**config.mk**
```make
export PLATFORM = sky130hd
export DESIGN_NAME = re_fifo_hl_flat
export DESIGN_NICKNAME = d
export VERILOG_FILES = /design/src/rtl/re_fifo_pkg.sv /design/src/rtl/re_fifo_hl_if.sv /design/src/rtl/re_fifo_mem.sv /design/src/rtl/re_fifo_hl.sv /design/src/flat_wrapper.sv
export SDC_FILE = /design/constraint.sdc
export NUM_CORES = 1
export LEC_CHECK = 0
export ABC_AREA = 1
export BUFFER_PORTS_ARGS = -buffer_cell sky130_fd_sc_hd__clkbuf_2
export CAP_MARGIN = 30
export CELL_PAD_IN_SITES_DETAIL_PLACEMENT = 1
export CELL_PAD_IN_SITES_GLOBAL_PLACEMENT = 1
export CORE_ASPECT_RATIO = 1.4
export CORE_MARGIN = 5
export CORE_UTILIZATION = 37
export CTS_CLUSTER_SIZE = 40
export DETAILED_ROUTE_END_ITERATION = 16
export MAX_ROUTING_LAYER = met4
export PLACE_DENSITY_LB_ADDON = 0.15
export SYNTH_ARGS = -nofsm -noshare
export SYNTH_HDL_FRONTEND = slang
export SYNTH_SLANG_ARGS = --single-unit
```
**constraint.sdc**
```tcl
create_clock -name clk -period 2.3 [get_ports clk]
set_input_delay 0.46 -clock clk [delete_from_list [all_inputs] [get_ports clk]]
set_output_delay 0.46 -clock clk [all_outputs]
set_load 0.01 [all_outputs]
```
**src/rtl/re_fifo_pkg.sv**
```systemverilog
// re_fifo_pkg: shared types and sizes for the HL re-injection FIFO.
//   MADDR / MSRC_BW : router address and source-field widths (bitmap is MADDR+1,
//                     source-destination field is MSRC_BW+1)
//   RE_DEPTH        : default number of entries (power of two)
//   RE_PTRW         : pointer width for the default depth
//   RE_CNTW         : occupancy counter width for the default depth
//   re_entry_t      : one stored re-injection request {doc, src_pos, src_dst}
package re_fifo_pkg;

    localparam int MADDR     = 11;
    localparam int MSRC_BW   = 3;
    localparam int DOC_W     = MADDR + 1;
    localparam int SRC_DST_W = MSRC_BW + 1;

    localparam int RE_DEPTH  = 4;
    localparam int RE_PTRW   = $clog2(RE_DEPTH);
    localparam int RE_CNTW   = RE_PTRW + 1;

    typedef struct packed {
        logic [DOC_W-1:0]     doc;
        logic [1:0]           src_pos;
        logic [SRC_DST_W-1:0] src_dst;
    } re_entry_t;

endpackage

```
**src/rtl/re_fifo_hl_if.sv**
```systemverilog
// re_fifo_hl_if: decoder <-> re-injection FIFO bundle.
//   Write side : wr_en, wr_doc, wr_src_pos, wr_src_dst (decoder -> FIFO), full
//   Read side  : rd_valid, rd_doc, rd_src_pos, rd_src_dst (FIFO -> decoder), rd_ack
//   Status     : count, overflow
//
// Handshake: the head entry transfers on a cycle where rd_valid && rd_ack are
// both high at the rising edge; rd_ack with rd_valid low has no effect. The
// write side has no back-pressure wire: a push (wr_en) while full is accepted
// only if the head is popped in the same cycle, otherwise it is dropped and
// flagged through the sticky overflow bit.
//   master : decoder side
//   slave  : FIFO side
interface re_fifo_hl_if import re_fifo_pkg::*; #(
    parameter int CNTW = RE_CNTW
);
    logic                 wr_en;
    logic [DOC_W-1:0]     wr_doc;
    logic [1:0]           wr_src_pos;
    logic [SRC_DST_W-1:0] wr_src_dst;
    logic                 full;
    logic                 rd_valid;
    logic [DOC_W-1:0]     rd_doc;
    logic [1:0]           rd_src_pos;
    logic [SRC_DST_W-1:0] rd_src_dst;
    logic                 rd_ack;
    logic [CNTW-1:0]      count;
    logic                 overflow;

    modport master (
        output wr_en, wr_doc, wr_src_pos, wr_src_dst, rd_ack,
        input  full, rd_valid, rd_doc, rd_src_pos, rd_src_dst, count, overflow
    );

    modport slave (
        input  wr_en, wr_doc, wr_src_pos, wr_src_dst, rd_ack,
        output full, rd_valid, rd_doc, rd_src_pos, rd_src_dst, count, overflow
    );

endinterface

```
**src/rtl/re_fifo_mem.sv**
```systemverilog
// re_fifo_mem: DEPTH x re_entry_t storage, one synchronous write port and one
// asynchronous read port. No reset: contents are meaningless until written and
// the owner never exposes an unwritten slot.
//   clk   : clock
//   we    : write enable
//   waddr : write slot
//   wdata : entry to store
//   raddr : read slot
//   rdata : entry at raddr (combinational)
module re_fifo_mem import re_fifo_pkg::*; #(
    parameter int DEPTH = RE_DEPTH,
    parameter int PTRW  = $clog2(DEPTH)
) (
    input  logic            clk,
    input  logic            we,
    input  logic [PTRW-1:0] waddr,
    input  re_entry_t       wdata,
    input  logic [PTRW-1:0] raddr,
    output re_entry_t       rdata
);

    re_entry_t mem [DEPTH];

    always_ff @(posedge clk) begin
        if (we) begin
            mem[waddr] <= wdata;
        end
    end

    assign rdata = mem[raddr];

endmodule

```
**src/rtl/re_fifo_hl.sv**
```systemverilog
// re_fifo_hl: re-injection FIFO for the HL multicast router input stage.
// Holds the remaining destination set of split multicast flits and re-presents
// them to the decoder in arrival order until each is acknowledged.
//   clk, rst : clock, synchronous active-high reset
//   bus      : re_fifo_hl_if.slave (write side, read side, count, overflow)
// Build option:
//   RE_FIFO_ZERO_FILTER_EN : when defined, pushes with wr_doc == 0 are
//                            discarded without occupying an entry or raising
//                            overflow.
module re_fifo_hl import re_fifo_pkg::*; #(
    parameter int DEPTH = RE_DEPTH,
    parameter int CNTW  = $clog2(DEPTH) + 1
) (
    input  logic         clk,
    input  logic         rst,
    re_fifo_hl_if.slave  bus
);

    localparam int PTRW = $clog2(DEPTH);

    logic [PTRW-1:0] wr_ptr;
    logic [PTRW-1:0] rd_ptr;
    logic [CNTW-1:0] count_q;
    logic            overflow_q;

    logic      rd_valid_w;
    logic      full_w;
    logic      push_req;
    logic      push;
    logic      pop;
    logic      drop;
    re_entry_t wr_entry;
    re_entry_t head;

    assign rd_valid_w = (count_q != '0);
    assign full_w     = (count_q == CNTW'(DEPTH));

`ifdef RE_FIFO_ZERO_FILTER_EN
    // Empty remainders never become requests, so they are neither stored nor
    // counted as drops.
    assign push_req = bus.wr_en && (bus.wr_doc != '0);
`else
    assign push_req = bus.wr_en;
`endif

    assign pop  = bus.rd_ack && rd_valid_w;
    // A same-cycle pop frees the head slot, so a push into a full FIFO fits.
    assign push = push_req && (!full_w || pop);
    assign drop = push_req && full_w && !pop;

    assign wr_entry = '{doc: bus.wr_doc, src_pos: bus.wr_src_pos, src_dst: bus.wr_src_dst};

    re_fifo_mem #(
        .DEPTH (DEPTH),
        .PTRW  (PTRW)
    ) u_mem (
        .clk   (clk),
        .we    (push && !rst),
        .waddr (wr_ptr),
        .wdata (wr_entry),
        .raddr (rd_ptr),
        .rdata (head)
    );

    always_ff @(posedge clk) begin
        if (rst) begin
            wr_ptr     <= '0;
            rd_ptr     <= '0;
            count_q    <= '0;
            overflow_q <= 1'b0;
        end else begin
            // DEPTH is a power of two, so pointers wrap naturally.
            if (push) begin
                wr_ptr <= wr_ptr + PTRW'(1);
            end
            if (pop) begin
                rd_ptr <= rd_ptr + PTRW'(1);
            end
            if (push && !pop) begin
                count_q <= count_q + CNTW'(1);
            end else if (pop && !push) begin
                count_q <= count_q - CNTW'(1);
            end
            if (drop) begin
                overflow_q <= 1'b1;
            end
        end
    end

    assign bus.full       = full_w;
    assign bus.rd_valid   = rd_valid_w;
    assign bus.rd_doc     = rd_valid_w ? head.doc     : '0;
    assign bus.rd_src_pos = rd_valid_w ? head.src_pos : '0;
    assign bus.rd_src_dst = rd_valid_w ? head.src_dst : '0;
    assign bus.count      = count_q;
    assign bus.overflow   = overflow_q;

endmodule

```
**src/flat_wrapper.sv**
```systemverilog
// flat-port wrapper written by rule: the top's interface ports become plain ports
module re_fifo_hl_flat import re_fifo_pkg::*;
#(
    parameter int DEPTH = RE_DEPTH,
    parameter int CNTW  = $clog2(DEPTH) + 1
)
  (clk, rst, bus_wr_en, bus_wr_doc, bus_wr_src_pos, bus_wr_src_dst, bus_rd_ack, bus_full, bus_rd_valid, bus_rd_doc, bus_rd_src_pos, bus_rd_src_dst, bus_count, bus_overflow);
  re_fifo_hl_if #(.CNTW(CNTW)) bus_i ();
  input  logic clk;
  input  logic rst;
  input wire logic [$bits(bus_i.wr_en)-1:0] bus_wr_en;
  input wire logic [$bits(bus_i.wr_doc)-1:0] bus_wr_doc;
  input wire logic [$bits(bus_i.wr_src_pos)-1:0] bus_wr_src_pos;
  input wire logic [$bits(bus_i.wr_src_dst)-1:0] bus_wr_src_dst;
  input wire logic [$bits(bus_i.rd_ack)-1:0] bus_rd_ack;
  output wire logic [$bits(bus_i.full)-1:0] bus_full;
  output wire logic [$bits(bus_i.rd_valid)-1:0] bus_rd_valid;
  output wire logic [$bits(bus_i.rd_doc)-1:0] bus_rd_doc;
  output wire logic [$bits(bus_i.rd_src_pos)-1:0] bus_rd_src_pos;
  output wire logic [$bits(bus_i.rd_src_dst)-1:0] bus_rd_src_dst;
  output wire logic [$bits(bus_i.count)-1:0] bus_count;
  output wire logic [$bits(bus_i.overflow)-1:0] bus_overflow;
  assign bus_i.wr_en = bus_wr_en;
  assign bus_i.wr_doc = bus_wr_doc;
  assign bus_i.wr_src_pos = bus_wr_src_pos;
  assign bus_i.wr_src_dst = bus_wr_src_dst;
  assign bus_i.rd_ack = bus_rd_ack;
  assign bus_full = bus_i.full;
  assign bus_rd_valid = bus_i.rd_valid;
  assign bus_rd_doc = bus_i.rd_doc;
  assign bus_rd_src_pos = bus_i.rd_src_pos;
  assign bus_rd_src_dst = bus_i.rd_src_dst;
  assign bus_count = bus_i.count;
  assign bus_overflow = bus_i.overflow;
  re_fifo_hl #(.DEPTH(DEPTH), .CNTW(CNTW)) u_core (.clk(clk), .rst(rst), .bus(bus_i));
endmodule
```
## Yosys cells after proc, flatten, opt, wreduce, memory -nomap -nowiden

Memory sizes are Yosys's and may differ from the RTL's. A register that Yosys moved wholly into a read port is not among the register bits.
Cells that the tools add are included.

- Bits in registers: 8
- Bits in latches: 0
- Bits in writable memories: 72
- ROM bits: 0
- Bits of input ports: 22
- Output and inout bits: 24
- Logic and storage cells: 33
- Memories: 1

- Add/sub/neg operators: 4
- Multipliers: 0
- Div/mod/pow operators: 0
- Order comparisons: 0
- Eq/ne operators: 1
- Shifts and indexed selects: 0
- Muxes and demuxes: 9
- Bitwise operators: 0
- Reductions and logical operators: 14

Memories:

| memory | depth | width | rd ports | clocked after memory_dff | write ports | RTL line | source |
|---|---|---|---|---|---|---|---|
| u_core.u_mem.mem | 4 | 18 | 1 | 1 | 1 | re_fifo_mem.sv:22 | `re_entry_t mem [DEPTH];` |

Operator list:

| kind | number |
|---|---|
| two-way mux 12 bit | 1 |
| logical AND 1 bit | 7 |
| two-way mux 2 bit | 3 |
| two-way mux 3 bit | 2 |
| adder 2 x 1 -> 2 bit, second input constant | 2 |
| zero test 1 bit | 4 |
| two-way mux 4 bit | 1 |
| adder 3 x 1 -> 3 bit, second input constant | 1 |
| equality test 3 bit, second input constant | 1 |
| nonzero test 3 bit | 1 |
| subtractor 3 x 1 -> 3 bit, second input constant | 1 |
| two-way mux 1 bit | 2 |
| nonzero test 2 bit | 1 |
| logical OR 1 bit | 1 |

## Depth between registers and ports, before layout

Gate-level depths: netlist of the first run.

- Word-level depth: 8
- Mapped depth: 13
- Depth with buffers taken out: 13

## By module

A second synthesis of the first run with hierarchy kept.

- Cell total of the unflattened synthesis: 389
- Area total of the unflattened synthesis: 3,772.4 um^2

By module, submodules not included:

| module | instances | cells an instance | area each (um^2) | sequential area each (um^2) |
|---|---|---|---|---|
| re_fifo_mem | 1 | 289 | 3,085.5 | 2,162.1 |
| re_fifo_hl | 1 | 100 | 686.9 | 160.2 |

## Least setup slack after synthesis of the first run

Ideal clock, no wire load.

- Kind: register -> register
- From: register u_core.count_q[0], in the netlist u_core.bus.count[0]
- To: memory u_core.u_mem.mem[0][0] in the netlist's numbering, enable pin
- Setup time: 393 ps
- Arrival: 1,638 ps
- Required time: 1,907 ps
- Path slack: 270 ps
- Cell stages (with the launch flop): 7
- Buffers on the path: 0
- Period minus slack after synthesis: 2,030 ps
- Cells stage by stage: dfxtp_1 > nor2_4 > nand3_2 > nand2_1 > inv_2 > nand2_2 > nor2_1

- Word-level cells in the longest chain between the ends: 7
- Elaborated cells on any way between the ends: 9
- Classes of those cells: eq/ne (1); mux (2); reduce/logical (6)

RTL lines:

| element | RTL line | source |
|---|---|---|
| start: declaration | re_fifo_hl.sv:23 | `logic [CNTW-1:0] count_q;` |
| start signal: assignment | re_fifo_hl.sv:80 | `count_q <= count_q + CNTW'(1);` |
| start signal: assignment | re_fifo_hl.sv:82 | `count_q <= count_q - CNTW'(1);` |
| equality test 3 bit / nonzero test 3 bit (equally long branches) | re_fifo_hl.sv:36, re_fifo_hl.sv:35 |  |
| zero test 1 bit / logical AND 1 bit (equally long branches) | re_fifo_hl.sv:48, re_fifo_hl.sv:46 |  |
| logical OR 1 bit (*) | re_fifo_hl.sv:48 | `assign push = push_req && (!full_w \|\| pop);` |
| logical AND 1 bit (*) | re_fifo_hl.sv:48 |  |
| logical AND 1 bit (*) | re_fifo_hl.sv:58 | `.we (push && !rst),` |
| two-way mux 1 bit (*) | re_fifo_mem.sv:25 | `if (we) begin` |
| two-way mux 1 bit (not written as such) (*) | re_fifo_mem.sv:26 | `mem[waddr] <= wdata;` |
| end: declaration | re_fifo_mem.sv:22 |  |

Mark *: on every way between the ends. The rest lies on a longest branch, timed or not.

==> results.sh, run 1 <==
export IMPL_postSynthAreaPerCell_um2=11.7
export IMPL_layout_commonest_cell="nor2_1"
export IMPL_initial_core_util_pct=37.7
export IMPL_place_congestion=0.730
export IMPL_hold_viol_final=0
export IMPL_synth_cell_types=24
export IMPL_clk_pin_slew_worst_paths_ns=0.06
export IMPL_cts_sinks=82
export IMPL_dpl_instance_area_um2=3710
export IMPL_dr_pass1_iters=4
export IMPL_ys_seq_area_share_pct=69.9
export IMPL_core_um2=8980
export IMPL_postSynthCellCount=288
export IMPL_cap_viol_max_count=0
export IMPL_postLayoutCellArea_um2=4070
export IMPL_cp_max_fo=16
export IMPL_tightest_slew_ns=0.451
export IMPL_die_y_um=123
export IMPL_ir_drop_mv=0.622
export IMPL_worst_path_buf_inv=3
export IMPL_crit_required_ns=1.84
export IMPL_finalSetupTns_ns=0
export IMPL_cts_max_level=3
export IMPL_grt_pass1_vias=2435
export IMPL_dr_total_vias=2243
export IMPL_path_depth=5
export IMPL_syn_to_final_growth_pct=20.4
export IMPL_rrSetupSlack_ns=0.44
export IMPL_reg2reg_from="u_core.bus.count[0]"
export IMPL_whs_ns=0.347
export IMPL_cp_slowest_cell="dfxtp_1"
export IMPL_grt_max_degree=20
export IMPL_ys_ff_latch=82
export IMPL_cts_setup_buffers=0
export IMPL_worstPathCellList="inv_2 > buf_4 > o21ai_1 > a21oi_1 > clkbuf_2"
export IMPL_hold_class="in -> reg"
export IMPL_cts_resized=0
export IMPL_holdCritStartpoint="bus_wr_src_pos[1]"
export IMPL_cts_tree="done"
export IMPL_fmax_ghz=0.474
export IMPL_rsz0062_at_grt="false"
export IMPL_post_route_period_util_pct=91.7
export IMPL_syn_nets=316
export IMPL_io_pins=46
export IMPL_worstSetupPathType="reg -> out"
export IMPL_io_buffers=45
export IMPL_gr_usage_all_layers_pct=14.2
export IMPL_clock_path_buffers=2
export IMPL_wire_per_inst_um=16.2
export IMPL_drt_iter0_markers=78
export IMPL_ctsHoldBuffers=0
export IMPL_min_period_ns=2.11
export IMPL_numCtsBuffers=9
export IMPL_ff2ff_path_depth=13
export IMPL_clock_skew_final_ns=0.00492
export IMPL_antenna_cells=0
export IMPL_status="completed"
export IMPL_powerDensity_nw_per_um2=1170
export IMPL_slew_violations=0
export IMPL_ant_nets=0
export IMPL_maxSlewHeadroom_pct=69.9
export IMPL_timing_rr_end="u_core.bus.count[2]"
export IMPL_slowest_delay_ns=0.33
export IMPL_crit_arrival_ns=1.65
export IMPL_gr_total_overflow=0
export IMPL_synth_area_um2=3380
export IMPL_critPathCaptureType="output port"
export IMPL_grt_antenna_before_repair=0
export IMPL_finalSetupViolCount=0
export IMPL_setup_worst_path_end="bus_rd_doc[0]"
export IMPL_cpLargestDelayFamily="buffers and inverters"
export IMPL_final_layout_size_suffix_gt1_share_pct=24.6
export IMPL_dp_hpwl_um=4680
export IMPL_dieArea_um2=11200
export IMPL_drc_errors=0
export IMPL_clk_latency_ns=0.33
export IMPL_die_width_um=90.8
export IMPL_p_leak_nw=1.56
export IMPL_finalWirelength_um=7340
export IMPL_rows=41
export IMPL_grt_first_pass_wirelength_um=11600
export IMPL_nNetsFinal=370
export IMPL_viasPerCell=4.95
export IMPL_yosys_warnings=0
export IMPL_worstSetupStartpointType="flop"
export IMPL_root_buffer="clkbuf_16"
export IMPL_most_common_layout_cells="79 x nor2_1, 72 x edfxtp_1, 45 x clkbuf_2"
## cell families after synthesis
logic type      share of synthesized area, %
compound gates                          9.14
xor+xnor                               0.259
fa+ha+maj                               2.44
buf+inv                                 5.33
flops                                   69.9
simple gates                            13.0
## registers in the layout (all words and copies together), names as in the netlist, named ones only
name,flops
u_core.bus.count,3
u_core.bus.overflow,1
u_core.rd_ptr,2
u_core.u_mem.mem,72
u_core.wr_ptr,2
## power breakdown
group / internal (mW) / leakage (nW) / switching (mW)
logic: 0.440 / 0.644 / 0.829
clock network: 1.16 / 0.175 / 0.537
registers: 1.73 / 0.736 / 0.0747
total: 3.32 / 1.56 / 1.44
## worst reg2reg max path, cell delays in order (launching register included)
cell     delay [ns]
dfxtp_1        0.48
nor2_4         0.09
nand3_2        0.11
nand2_1        0.07
inv_2          0.06
ha_1           0.16
inv_1          0.07
fa_1           0.38
inv_1          0.06
nand2_1        0.04
nand3_1        0.08
nand2_1        0.06
nand2_1        0.05
nor2_1         0.03
## cells in the mapped netlist
cell	instances	area [um2]
nor2_1	83	312
edfxtp_1	72	2160
o21ai_1	30	150
a21oi_1	23	115
inv_1	14	52.6
nand2_1	12	45.0
dfxtp_1	10	200
o21ai_0	7	35.0
buf_6	6	67.6
ha_1	5	62.6
inv_2	5	18.8
nand3_1	5	25.0
buf_4	4	30.0
nand2_2	2	12.5
a21oi_2	1	8.76
buf_2	1	5.00
fa_1	1	20.0
inv_4	1	6.26
nand2_4	1	11.3
nand3_2	1	10.0
nand4_1	1	6.26
nor2_4	1	11.3
nor3_1	1	5.00
xor2_1	1	8.76
## layout make-up
type	instances	area, um2
fillers	970	4910
flip-flops and latches	82	2360
multi-input cells	175	848
repair buffers	54	293
clock buffers	9	225
well taps	107	134
clock inverters	6	130
inverters	20	77.6
## worst min path at each step
stage                                   end  slack (ns)  depth (start not counted)
finish               u_core.u_mem.mem[3][5]        0.35                          1
floorplan                              flop        0.46                          2
detailed placement      u_core.bus.overflow        0.45                          2
CTS                  u_core.u_mem.mem[3][5]        0.33                          1
global route        u_core.u_mem.mem[0][12]        0.34                          1
global placement        u_core.bus.overflow        0.44                          2
## per-layer routing
layer / wire length, um / global-route usage, % / vias to the layer above / share of wire (%)
met3: 303 / 4.02 / 10 / 4.1
li1: - / - / 1095 / -
met5: 0 / - / - / 0
met4: 142 / 5.69 / 0 / 1.9
met2: 3870 / 25.5 / 46 / 53
met1: 3030 / 14.8 / 1092 / 41
## through the flow
stage	setup WS (ns)	util [%]	total power, mW	cells
finish	0.192	45.3	4.77	453
global route	0.0661	45.3	5.04	453
CTS	0.141	45.3	4.86	453
detailed placement	0.358	41.4	3.13	438
global placement	0.405	41.4	3.10	438
floorplan	0.270	-	2.70	288
Note: power is estimated with default switching activity, not from simulation.
==> inputs of run 2 (changes only) <==
Settings changed: ABC_AREA 1 to default.
==> run 2 against run 1 <==
  * Synthesized cell count shrank 42%
  * Clock skew is 0.0017 ns lower
  * Largest cell class unchanged
  * Routed wire length down 12%
  * Setup slack got worse by 0.069 ns
  * Via count fell by 26%
  * Clock power is 13% lower
  * Cell count fell by 26%
  * Combinational power is 4% higher
  * Die area shrank 3.2%
  * Register-to-register slack worse by 0.30 ns
  * Clock-buffer cell count rose by 2
  * Area after synthesis is 3.6% lower
==> results.sh, run 2 <==
export IMPL_drc_errors=0
export IMPL_cts_resized=0
export IMPL_viasPerCell=4.96
export IMPL_critPathCaptureType="output port"
export IMPL_dp_hpwl_um=4200
export IMPL_whs_endpoint="u_core.u_mem.mem[0][2]"
export IMPL_grt_max_degree=22
export IMPL_cap_viol_max_count=0
export IMPL_io_pins=46
export IMPL_slowest_delay_ns=0.55
export IMPL_cts_tree="done"
export IMPL_ys_ff_latch=82
export IMPL_postSynthAreaPerCell_um2=19.4
export IMPL_slew_violations=0
export IMPL_syn_to_final_growth_pct=21.9
export IMPL_gr_total_overflow=0
export IMPL_dieArea_um2=10800
export IMPL_synthTopCellsByCount="72 x edfxtp_1, 18 x mux4_2, 17 x nor2b_1"
export IMPL_rows=40
export IMPL_core_um2=8610
export IMPL_grt_antenna_before_repair=0
export IMPL_yosys_warnings=0
export IMPL_holdCritStartpoint="bus_wr_src_dst[2]"
export IMPL_io_buffers=45
export IMPL_status="completed"
export IMPL_cp_slowest_cell="mux4_2"
export IMPL_cts_setup_buffers=0
export IMPL_ir_drop_mv=0.528
export IMPL_worstPathCellList="buf_4 > mux4_2 > nor2b_1 > clkbuf_2"
export IMPL_synthSimpleGateAreaFrac_pct=7.02
export IMPL_reg2reg_from="u_core.bus.count[2]"
export IMPL_synth_area_um2=3260
export IMPL_place_congestion=0.727
export IMPL_fmax_ghz=0.459
export IMPL_synth_top_area_cell="edfxtp_1"
export IMPL_synth_top_family_by_area="multiplexers"
export IMPL_grt_pass1_vias=1883
export IMPL_hold_class="in -> reg"
export IMPL_hold_depth=1
export IMPL_antenna_cells=0
export IMPL_finalWirelength_um=6430
export IMPL_cts_sinks=82
export IMPL_rrSetupSlack_ns=0.14
export IMPL_crit_arrival_ns=1.72
export IMPL_ys_seq_area_share_pct=72.4
export IMPL_final_layout_size_suffix_gt1_share_pct=41.8
export IMPL_nNetsFinal=255
export IMPL_ctsHoldBuffers=0
export IMPL_synth_enable_flop_cells=72
export IMPL_muxShareOfSynthArea_pct=13.5
export IMPL_p_leak_nw=1.43
export IMPL_async_reset_ff_share_pct=0
export IMPL_postSynthCellCount=168
export IMPL_powerDensity_nw_per_um2=1160
export IMPL_ys_flop_type="edfxtp_1"
export IMPL_final_util_pct=46.2
export IMPL_finalSetupViolCount=0
export IMPL_layout_commonest_cell="edfxtp_1"
export IMPL_timing_rr_end="u_core.bus.count[2]"
export IMPL_maxSlewHeadroom_pct=75.7
export IMPL_grt_first_pass_wirelength_um=9940
export IMPL_tightest_slew_ns=0.362
export IMPL_min_period_ns=2.18
export IMPL_rsz0062_at_grt="false"
export IMPL_root_buffer="clkbuf_16"
export IMPL_wire_per_inst_um=19.1
export IMPL_clock_skew_final_ns=0.00327
export IMPL_dr_total_vias=1670
export IMPL_hold_viol_final=0
export IMPL_whs_ns=0.347
export IMPL_crit_required_ns=1.84
export IMPL_layout_filler_cells=851
export IMPL_cp_max_fo=9
export IMPL_regMostFlops="u_core.u_mem.mem"
export IMPL_synth_area_leaders="edfxtp_1 66%, mux4_2 12%, dfxtp_1 6.1%"
export IMPL_synth_top_area_share_pct=66.3
export IMPL_initial_core_util_pct=37.9
export IMPL_largest_reg_flops=72
export IMPL_numCtsBuffers=9
export IMPL_die_width_um=89.3
export IMPL_most_common_layout_cells="72 x edfxtp_1, 45 x clkbuf_2, 18 x mux4_2"
export IMPL_dr_pass1_iters=4
export IMPL_clk_latency_ns=0.33
export IMPL_synth_cell_types=29
export IMPL_ant_nets=0
export IMPL_cts_max_level=3
export IMPL_die_y_um=121
export IMPL_worstSetupPathType="reg -> out"
export IMPL_drt_iter0_markers=65
export IMPL_synth_compound_area_share_pct=1.34
export IMPL_yosysMostFrequentCell="edfxtp_1"
export IMPL_gr_usage_all_layers_pct=13.5
export IMPL_ff2ff_path_depth=9
export IMPL_clock_path_buffers=2
export IMPL_worstSetupStartpointType="flop"
export IMPL_post_route_period_util_pct=94.7
export IMPL_synth_adder_area_share_pct=2.53
export IMPL_clk_pin_slew_worst_paths_ns=0.06
export IMPL_synth_xor_area_share_pct=0.806
export IMPL_syn_nets=196
run 2: changes by cell type after synthesis, moves of 5 or more:
cell,before,now
buf_6,6,1
nor2b_1,0,17
mux4_2,0,18
a21oi_1,23,2
nor2_1,83,7
inv_1,14,5
nand3_1,5,0
o21ai_1,30,1
o21ai_0,7,1
nand2_1,12,1
run 2: how the worst max path moves through the flow:
stage          slack [ns]                start                     end
2_1_floorplan       -0.40  u_core.bus.count[0]  u_core.u_mem.mem[0][0]
3_3_place_gp         0.16           bus_rd_ack     u_core.bus.count[2]
3_5_place_dp         0.10           bus_rd_ack     u_core.bus.count[2]
4_1_cts              0.06                 flop           bus_rd_doc[8]
5_1_grt             0.006                 flop           bus_rd_doc[8]
6_report             0.12                 flop           bus_rd_doc[8]
run 2: cell type report:
| cell class | count | area (um2) | area share [%] |
|---|---|---|---|
| flip-flops and latches | 82 | 2360 | 59.5 |
| repair buffers | 55 | 300 | 7.55 |
| clock buffers | 11 | 233 | 5.85 |
| inverters | 6 | 22.5 | 0.567 |
| well taps | 105 | 131 | 3.31 |
| multi-input cells | 73 | 847 | 21.3 |
| clock inverters | 5 | 77.6 | 1.95 |
run 2: worst max-delay path: cells and delay by family (launching register included):
kind | cells | cell delay [ns]
muxes | 1 | 0.55
DFF | 1 | 0.33
buffers and inverters | 2 | 0.37
and+or+nand+nor | 1 | 0.15
run 2: layer usage:
layer	wire [um]	vias to the layer above	track usage, %
met5	0	-	-
met4	127	0	5.49
met3	344	9	4.42
met2	3530	42	22.7
met1	2420	855	14.3
li1	-	764	-
run 2: where the power goes:
group	total (mW)	internal (mW)	switching (mW)
clock	1.48	0.949	0.534
sequential	1.82	1.73	0.0810
combinational	1.32	0.617	0.703
total	4.62	3.30	1.32
run 2: cells by family (layout without fill, tap and decap cells):
kind of cell               after synthesis  count (layout)
muxes                                   21              21
DFF                                     82              82
adders and majority gates                6               6
buffers and inverters                   13              77
AOI/OAI and AO/OA                        7               7
xor gates and xnor gates                 3               3
and+or+nand+nor                         36              36
run 2: metrics by stage:
stage / instance area, um2 / power, mW / cells / setup slack [ns] / setup TNS [ns]
6_report: 3980 / 4.62 / 337 / 0.123 / 0
5_1_grt: 3980 / 4.87 / 337 / 0.00649 / 0
4_1_cts: 3970 / 4.71 / 337 / 0.0637 / 0
3_5_place_dp: 3660 / 3.21 / 321 / 0.101 / 0
3_3_place_gp: 3660 / 3.15 / 321 / 0.164 / 0
2_1_floorplan: 3260 / 2.71 / 168 / -0.400 / -28.55
==> inputs of run 3 (changes only) <==
Settings changed: PLACE_DENSITY_LB_ADDON 0.15 to 0.05.
==> run 3 against run 2 <==
  * Core utilization up 0.49 points
  * Hold slack better by 0.0010 ns
  * Clock skew grew 0.00059 ns
  * First-iteration DRC count grew 1.5%
  * Setup slack improved by 0.0060 ns
  * Via count decreased by 0.66%
==> results.sh, run 3 (same netlist as run 2, synthesis figures left out) <==
export IMPL_gr_usage_all_layers_pct=13.2
export IMPL_rsz0062_at_grt="false"
export IMPL_place_congestion=0.758
export IMPL_cp_max_fo=6
export IMPL_ir_drop_mv=0.745
export IMPL_final_util_pct=46.7
export IMPL_p_leak_nw=1.45
export IMPL_crit_required_ns=2.55
export IMPL_cts_tree="done"
export IMPL_clk_latency_ns=0.32
export IMPL_die_width_um=89.3
export IMPL_root_buffer="clkbuf_16"
export IMPL_timing_rr_end="u_core.bus.count[2]"
export IMPL_syn_to_final_growth_pct=23.2
export IMPL_final_layout_size_suffix_gt1_share_pct=43.8
export IMPL_core_um2=8610
export IMPL_worstSetupStartpointType="flop"
export IMPL_stdcell_count=340
export IMPL_crit_arrival_ns=2.42
export IMPL_io_buffers=45
export IMPL_numCtsBuffers=9
export IMPL_grt_first_pass_wirelength_um=9850
export IMPL_cts_setup_buffers=0
export IMPL_finalSetupViolCount=0
export IMPL_cts_resized=0
export IMPL_fmax_ghz=0.461
export IMPL_powerDensity_nw_per_um2=1150
export IMPL_drt_iter0_markers=66
export IMPL_dr_pass1_iters=4
export IMPL_min_period_ns=2.17
export IMPL_reg2reg_from="u_core.bus.count[0]"
export IMPL_regMostFlops="u_core.u_mem.mem"
export IMPL_antenna_cells=0
export IMPL_layout_setup_ws_ns=0.129
export IMPL_grt_antenna_before_repair=0
export IMPL_wire_per_inst_um=18.5
export IMPL_place_ws_ns=0.0280
export IMPL_p_clk_share_pct=31.7
export IMPL_power_frac_seq_pct=39.6
export IMPL_total_power_mw=4.62
export IMPL_dp_cells=324
export IMPL_hold_class="in -> reg"
export IMPL_rrSetupSlack_ns=0.13
export IMPL_dp_hpwl_um=4390
export IMPL_cts_max_level=3
export IMPL_most_common_layout_cells="72 x edfxtp_1, 45 x clkbuf_2, 18 x mux4_2"
export IMPL_nNetsFinal=258
export IMPL_cts_sinks=82
export IMPL_status="completed"
export IMPL_rows=40
export IMPL_io_pins=46
export IMPL_grt_pass1_vias=1810
export IMPL_setup_worst_path_end="u_core.bus.count[2]"
export IMPL_worstSetupPathType="reg -> reg"
export IMPL_ctsHoldBuffers=0
export IMPL_hold_viol_final=0
export IMPL_viasPerCell=4.88
export IMPL_dr_total_vias=1659
export IMPL_finalSetupTns_ns=0
export IMPL_clk_pin_slew_worst_paths_ns=0.06
export IMPL_die_y_um=121
export IMPL_finalWirelength_um=6280
export IMPL_gr_total_overflow=0
export IMPL_p_int_mw=3.32
export IMPL_ff2ff_path_depth=9
export IMPL_clock_path_buffers=2
export IMPL_grt_max_degree=22
export IMPL_slew_violations=0
export IMPL_p_switching_mw=1.30
export IMPL_dieArea_um2=10800
export IMPL_pwr_share_comb_pct=28.7
export IMPL_cap_viol_max_count=0
export IMPL_critPathCaptureType="flop"
export IMPL_tightest_slew_ns=0.322
export IMPL_switching_share_pct=28.1
export IMPL_clock_skew_final_ns=0.00386
export IMPL_ant_nets=0
export IMPL_cp_startpoint="u_core.bus.count[0]"
export IMPL_largest_reg_flops=72
export IMPL_layout_commonest_cell="edfxtp_1"
export IMPL_post_route_period_util_pct=94.4
export IMPL_layout_filler_cells=861
export IMPL_maxSlewHeadroom_pct=78.4
export IMPL_drc_errors=0
export IMPL_initial_core_util_pct=37.9
==> run 3: worst max-delay path, stage by stage (launching register included) <==
cell and delay, ns:
dfxtp_2 0.44, nor3b_4 0.08, a21bo_2 0.24, inv_2 0.09, ha_1 0.18, inv_1 0.06
fa_1 0.38, xor2_1 0.16, or3_1 0.31, a21oi_1 0.15
==> run 3: routing by layer <==
metal,GRT usage [%],up-vias,part of all wire [%]
met5,-,-,0
met4,5.40,0,1.9
met3,3.60,8,4.1
met2,21.3,35,52
met1,15.5,839,42
li1,-,777,-
==> run 3: area by class of cell <==
class | instances | area [um2] | share of cell area [%]
sequential | 82 | 2370 | 58.9
multi-input combinational | 73 | 852 | 21.2
timing repair buffer | 58 | 335 | 8.35
clock buffer | 10 | 229 | 5.70
tap | 105 | 131 | 3.27
clock inverter | 6 | 81.3 | 2.02
inverter | 6 | 22.5 | 0.561
==> run 3: metrics by stage <==
stage / instance area, um2 / hold slack (ns)
floorplan: 3260 / 0.465
global placement: 3700 / 0.469
detailed placement: 3700 / 0.498
CTS: 4010 / 0.340
global route: 4020 / 0.345
finish: 4020 / 0.348
==> run 3: how the worst min path moves through the flow <==
stage / from / to / slack (ns) / cells after the start
3_3_place_gp: u_core.bus.overflow / u_core.bus.overflow / 0.47 / 2
6_report: bus_wr_src_dst[0] / u_core.u_mem.mem[3][0] / 0.35 / 1
3_5_place_dp: u_core.rd_ptr[1] / u_core.rd_ptr[1] / 0.50 / 2
5_1_grt: bus_wr_src_dst[0] / u_core.u_mem.mem[1][0] / 0.34 / 1
2_1_floorplan: u_core.rd_ptr[1] / flop / 0.46 / 2
4_1_cts: bus_wr_src_dst[0] / u_core.u_mem.mem[1][0] / 0.34 / 1
==> run 3: power by group through the flow <==
stage               registers, mW  logic, mW  clock network [mW]
CTS                          1.82       1.38                1.50
detailed placement           1.85       1.38                   0
floorplan                    1.84      0.874                   0
global placement             1.84       1.34                   0
global route                 1.84       1.47                1.58
finish                       1.83       1.33                1.46
